<file path="src/rtl/wb_regfile_pkg.sv">
// Shared writeback definitions: datapath sizing, result-select encoding and
// the saturating pending-count helper used by the scoreboard.
package wb_regfile_pkg;

    localparam int unsigned XLEN  = 32;
    localparam int unsigned NREGS = 32;
    localparam int unsigned REGW  = 5;

    typedef enum logic [1:0] {
        RES_ALU = 2'b00,
        RES_MEM = 2'b01,
        RES_PC4 = 2'b10
    } res_src_e;

    // Offset by 2 so the sum of one increment and up to two decrements
    // never underflows, then clamp into 0..3.
    function automatic logic [1:0] next_count(input logic [1:0] c,
                                              input logic       inc,
                                              input logic       dec_a,
                                              input logic       dec_b);
        logic [3:0] s;
        s = {2'b00, c} + {3'b000, inc} + 4'd2 - {3'b000, dec_a} - {3'b000, dec_b};
        if (s < 4'd2) return 2'd0;
        if (s > 4'd5) return 2'd3;
        return 2'(s - 4'd2);
    endfunction

endpackage

</file>
<file path="src/rtl/wb_scoreboard.sv">
// Per-register pending-write counters and source Busy flags for decode.
module wb_scoreboard
    import wb_regfile_pkg::*;
#(
    parameter int unsigned NREGS = wb_regfile_pkg::NREGS
) (
    input  logic        clk,
    input  logic        reset,
    input  logic        IssueD,
    input  logic [4:0]  RdD,
    input  logic        RegWriteW,
    input  logic [4:0]  RdW,
    input  logic        FlushE,
    input  logic        RegWriteE,
    input  logic [4:0]  RdE,
    input  logic [4:0]  Rs1D,
    input  logic [4:0]  Rs2D,
    output logic        BusyRs1D,
    output logic        BusyRs2D
);

    logic [NREGS-1:1][1:0] cnt;
    logic [NREGS-1:1][1:0] cnt_nxt;
    logic [31:0]           busy_vec;

    always_comb begin
        cnt_nxt  = cnt;
        busy_vec = '0;
        for (int unsigned i = 1; i < NREGS; i++) begin
            cnt_nxt[i] = next_count(cnt[i],
                                    IssueD && (RdD == 5'(i)),
                                    RegWriteW && (RdW == 5'(i)),
                                    FlushE && RegWriteE && (RdE == 5'(i)));
            // A write retiring this cycle already counts as visible.
            busy_vec[i] = (cnt[i] > 2'd1) ||
                          ((cnt[i] == 2'd1) && !(RegWriteW && (RdW == 5'(i))));
        end
    end

    always_ff @(posedge clk or negedge reset) begin
        if (!reset) begin
            cnt <= '0;
        end else begin
            cnt <= cnt_nxt;
        end
    end

    assign BusyRs1D = busy_vec[Rs1D];
    assign BusyRs2D = busy_vec[Rs2D];

endmodule

</file>
<file path="src/rtl/wb_regfile.sv">
// Writeback result mux, architectural register file with write-through reads,
// and the pending-write scoreboard for decode-stage hazard detection.
module wb_regfile
    import wb_regfile_pkg::*;
#(
    parameter int unsigned XLEN  = wb_regfile_pkg::XLEN,
    parameter int unsigned NREGS = wb_regfile_pkg::NREGS
) (
    input  logic            clk,
    input  logic            reset,
    input  logic            RegWriteW,
    input  logic [1:0]      ResultSrcW,
    input  logic [4:0]      RdW,
    input  logic [XLEN-1:0] ALUResultW,
    input  logic [XLEN-1:0] ReadDataW,
    input  logic [XLEN-1:0] PCPlus4W,
    output logic [XLEN-1:0] ResultW,
    input  logic [4:0]      Rs1D,
    input  logic [4:0]      Rs2D,
    output logic [XLEN-1:0] RD1D,
    output logic [XLEN-1:0] RD2D,
    input  logic            IssueD,
    input  logic [4:0]      RdD,
    input  logic            FlushE,
    input  logic            RegWriteE,
    input  logic [4:0]      RdE,
    output logic            BusyRs1D,
    output logic            BusyRs2D
);

    logic [NREGS-1:1][XLEN-1:0] regs;
    logic                       wr_en;

    always_comb begin
        ResultW = '0;
        case (res_src_e'(ResultSrcW))
            RES_ALU: ResultW = ALUResultW;
            RES_MEM: ResultW = ReadDataW;
            RES_PC4: ResultW = PCPlus4W;
            default: ResultW = '0;
        endcase
    end

    assign wr_en = RegWriteW && (RdW != '0);

    always_ff @(posedge clk or negedge reset) begin
        if (!reset) begin
            regs <= '0;
        end else if (wr_en) begin
            regs[RdW] <= ResultW;
        end
    end

    // Reset gating keeps the bypass path from leaking ResultW while in reset.
    always_comb begin
        RD1D = '0;
        if (reset && (Rs1D != '0)) begin
            if (wr_en && (RdW == Rs1D)) RD1D = ResultW;
            else                        RD1D = regs[Rs1D];
        end
    end

    always_comb begin
        RD2D = '0;
        if (reset && (Rs2D != '0)) begin
            if (wr_en && (RdW == Rs2D)) RD2D = ResultW;
            else                        RD2D = regs[Rs2D];
        end
    end

    wb_scoreboard #(
        .NREGS(NREGS)
    ) u_scoreboard (
        .clk       (clk),
        .reset     (reset),
        .IssueD    (IssueD),
        .RdD       (RdD),
        .RegWriteW (RegWriteW),
        .RdW       (RdW),
        .FlushE    (FlushE),
        .RegWriteE (RegWriteE),
        .RdE       (RdE),
        .Rs1D      (Rs1D),
        .Rs2D      (Rs2D),
        .BusyRs1D  (BusyRs1D),
        .BusyRs2D  (BusyRs2D)
    );

endmodule

</file>
<file path="config.mk">
export PLATFORM = sky130hd
export DESIGN_NAME = wb_regfile
export DESIGN_NICKNAME = d
export VERILOG_FILES = /design/src/rtl/wb_regfile_pkg.sv /design/src/rtl/wb_scoreboard.sv /design/src/rtl/wb_regfile.sv
export SDC_FILE = /design/constraint.sdc
export NUM_CORES = 2
export LEC_CHECK = 0
export ABC_AREA = 1
export BUFFER_PORTS_ARGS = -buffer_cell sky130_fd_sc_hd__buf_2
export CAP_MARGIN = 20
export CORE_MARGIN = 5
export CORE_UTILIZATION = 40
export CTS_CLUSTER_DIAMETER = 30
export DETAILED_ROUTE_END_ITERATION = 12
export PLACE_DENSITY_LB_ADDON = 0.08
export SYNTH_ARGS = -nofsm -noshare
export SYNTH_HDL_FRONTEND = slang
export SYNTH_SLANG_ARGS = --single-unit
</file>
<file path="constraint.sdc">
create_clock -name clk -period 1.8 [get_ports clk]
set_input_delay 0 -clock clk [delete_from_list [all_inputs] [get_ports clk]]
set_output_delay 0 -clock clk [all_outputs]
set_load 0.01 [all_outputs]
</file>
==> metrics.md <==
| Metric | Value |
|---|---|
| Setup_tns | `-41.10 ns` |
| Die width | `402 µm` |
| Worst setup EP type | `output port` |
| Failing checks | `hold timing, setup timing` |
| Layout Cells excl Fill | `11300` |
| EDFF count, synth | `0` |
| Placed inst area | `70600 µm²` |
| DR iter-0 viols | `7666` |
| Logic gate share of total power | `22.2%` |
| Complex-gate fraction of the synthesized area | `25.5%` |
| Vias in the first global route | `63900` |
| Max Freq | `397 MHz` |
| Dpl cells | `10500` |
| Critical R2R Launch | `u_scoreboard.cnt[44]` |
| TritonCTS clock tree | `yes` |
| RSZ-0062 raised after global routing | `yes` |
| Crit share post-route | `140%` |
| Worst-skew pair later-pin latency | `0.91 ns` |
| Die height | `402 µm` |
| Worst Hold Slack | `-0.0212 ns` |
| Largest net degree at the start of global routing | `125` |
| Synth top area share | `42.8%` |
| Initial core utilization | `40.1%` |
| Htree depth | `5` |
| Worst Hold Depth | `6` |
| Critical R2R Capture | `u_scoreboard.cnt[44]` |
| Post-route DRC | `0` |
| Critical path data arrival time | `2.52 ns` |
| Status | `finished with violations` |
| Via/cell ratio | `5.81` |
| I/O pin total | `227` |
| Largest family of logic cells by synthesized area | `compound AO/OA/AOI/OAI gates` |
| Sequential share of the synthesized area | `42.8%` |
| GPL Wtd Cong | `0.944` |
| Max Transition Viols Final | `0` |
| Total Routing Usage GR | `37.3%` |
| Post-route design area | `86000 µm²` |
| Hold_sp | `PCPlus4W[11]` |
| Critical Path Fanout Max | `2` |
| Std-Cell Rows | `144` |
| Antenna violation net count after detailed routing | `0` |
| Vias | `65500` |
| Routed WL | `311000 µm` |
| Count leader, synth | `nand2_1` |
| Final WS setup | `-0.719 ns` |
| Final hold viol count | `1` |
| Clock-pin slew on the worst setup and hold paths | `0.04 ns` |
| Commonest cells in the synthesized netlist | `nand2_1 (1593), o21ai_0 (1433), dfrtp_1 (1054)` |
| Int Power | `80.5 mW` |
| Worst endpoint required time | `1.80 ns` |
| Root buffer cell | `clkbuf_16` |
| Clk pwr share | `49.3%` |
| Layout cells sized above 1 | `25.4%` |
| Number of buffers inserted by port buffering | `226` |
| Clock Skew | `0.0282 ns` |
| R2r worst-path depth | `8` |
| Net Sw Frac | `30.4%` |
| Die Footprint | `162000 µm²` |
| Worst reg-to-reg setup slack | `-0.36 ns` |
| Cells after Synth | `8167` |
| WHS Endpoint | `regs[331]` |
| Reg area | `26400 µm²` |
| Flop pwr share | `28.5%` |
| Warnings, synthesis | `0` |
| Worst-case clock buffer depth | `4` |
| Mux cell area share after synthesis | `0%` |
| VDD IR max | `1090 µV` |
| Area grow syn2layout | `39.6%` |
| Ys flop type | `dfrtp_1` |
| Leak | `38.8 nW` |
| Area leader, netlist | `dfrtp_1` |
| Least-Margin Pin Slew | `1.18 ns` |
| Yosys cell types | `43` |
| Synth Area in Simple Gates | `15.9%` |
| Net Sw Power | `35.1 mW` |
| Worst Hold Class | `in -> reg` |
| Crit path time final | `2.52 ns` |
| Setup violations, final | `102` |
| PwrDens | `1340 nW/µm²` |
| Slew HR | `21.3%` |
| Crit path launch type | `register` |
| Mapped Area | `61600 µm²` |
| Dpl hpwl | `198000 µm` |
| Fill cells | `14100` |
| Max-cap check violation count | `0` |
| First-pass GRT wire length | `446000 µm` |
| Gr ovfl total | `0` |
| Critical path class | `reg -> out` |
| Ys async rst share | `100%` |
| Syn_area_per_cell | `7.54 µm²` |
| # clock sinks | `1054` |
| Syn Nets | `8482` |
| Ranking of synthesized cells by area | `dfrtp_1 (43%), o21ai_0 (12%), nand2_1 (9.7%)` |
| Core footprint | `154000 µm²` |
| Drt first pass iters | `8` |
| WL per Instance | `27.6 µm` |
| Multi-input gate area | `31000 µm²` |
| Final nets | `9284` |
| Post-synthesis register bit count | `1054` |
| Xor/xnor cell area share of the yosys netlist | `0.128%` |
| Initial antenna violation count | `15` |
| CTS Buf Count | `324` |
| Adder and majority gate portion of the synthesized area | `4.53%` |
## flip-flops by register name, summed over array words and instances, names as in the netlist
signal	cells
regs	992
u_scoreboard.cnt	62
## kinds of logic (layout without fill, tap and decap cells)
family,Yosys count,in the layout
AO/OA/AOI/OAI,2850,2850
flip-flops,1054,1054
adder cells (fa/ha/maj),186,186
other,0,10
XOR/XNOR,9,9
buffers and inverters,1686,2733
AND/OR/NAND/NOR,2382,2382
## worst max-delay path, stage by stage (launching register included)
cell,delay (ns)
dfrtp_1,0.35
inv_2,0.05
nand2_2,0.05
o211ai_1,0.09
o211ai_1,0.13
nand3_1,0.17
nand3_1,0.10
o21ai_1,0.07
buf_4,0.18
a21oi_4,0.29
buf_6,0.15
## power by group through the flow
stage          Clock, mW  Combinational [mW]  Sequential (mW)
2_1_floorplan          0                13.3             32.1
3_3_place_gp           0                21.4             32.8
3_5_place_dp           0                22.0             32.9
4_1_cts             57.3                24.0             32.8
5_1_grt             58.7                28.2             33.6
6_report            57.0                25.7             33.0
## through the flow
stage | hold WS (ns) | power, mW | util [%] | setup WS, ns
after floorplan | -0.296 | 45.4 | - | -0.181
after global placement | 0.0790 | 54.2 | 46.0 | -0.676
after detailed placement | 0.0790 | 54.8 | 46.0 | -0.626
after CTS | 0.00630 | 114 | 55.1 | -0.772
after global routing | 0.00340 | 120 | 56.0 | -0.804
final | -0.0212 | 116 | 56.0 | -0.719
## cell type report
type / count / area share, %
flip-flops and latches: 1054 / 30.7
inverters: 1000 / 4.47
multi-input cells: 5427 / 36.1
repair buffers: 1162 / 13.1
clock inverters: 120 / 1.75
clock buffers: 451 / 10.9
diodes: 10 / 0.0291
well taps: 2044 / 2.97
## worst max-delay path by stage
stage / end / cells after the start / from
final: RD1D[17] / 10 / regs[849]
after floorplan: u_scoreboard.cnt[10] / 13 / RdW[1]
after detailed placement: u_scoreboard.cnt[10] / 13 / RdD[1]
after global routing: RD1D[20] / 9 / regs[820]
after CTS: RD1D[13] / 8 / regs[45]
after global placement: u_scoreboard.cnt[10] / 13 / RdD[1]
## layer usage
| metal | track usage [%] | routed length (µm) | vias up |
|---|---|---|---|
| li1 | - | - | 29100 |
| met1 | 47.7 | 121000 | 31600 |
| met2 | 56.7 | 135000 | 3777 |
| met3 | 8.84 | 30900 | 1049 |
| met4 | 24.0 | 23500 | 14 |
| met5 | 0 | 88 | - |
## repair_timing
action	CTS	global route
hold buffers	109	7
endpoints found under the hold margin	1864	32
setup buffers	73	48
setup endpoints to repair	99	241
pin swaps	311	345
gates resized for setup	561	505
## cells in the final DEF (no fill, tap or decap), drive strengths merged, types with 4 or more instances in the layout
cell,instances
dfrtp,1054
diode,10
o21ai,1506
clkbuf,465
a221o,14
o2111ai,44
inv,994
o221ai,104
bufinv,33
a21oi,866
xor2,7
nand4,102
dlymetal6s4s,7
nand2,1594
dlygate4sd3,90
fa,62
nor3,4
buf,1048
o211ai,251
o22ai,46
a22oi,13
clkinvlp,15
ha,124
nor2,352
nor3b,31
nand3,294
clkinv,78
(Power assumes the default switching activity.)
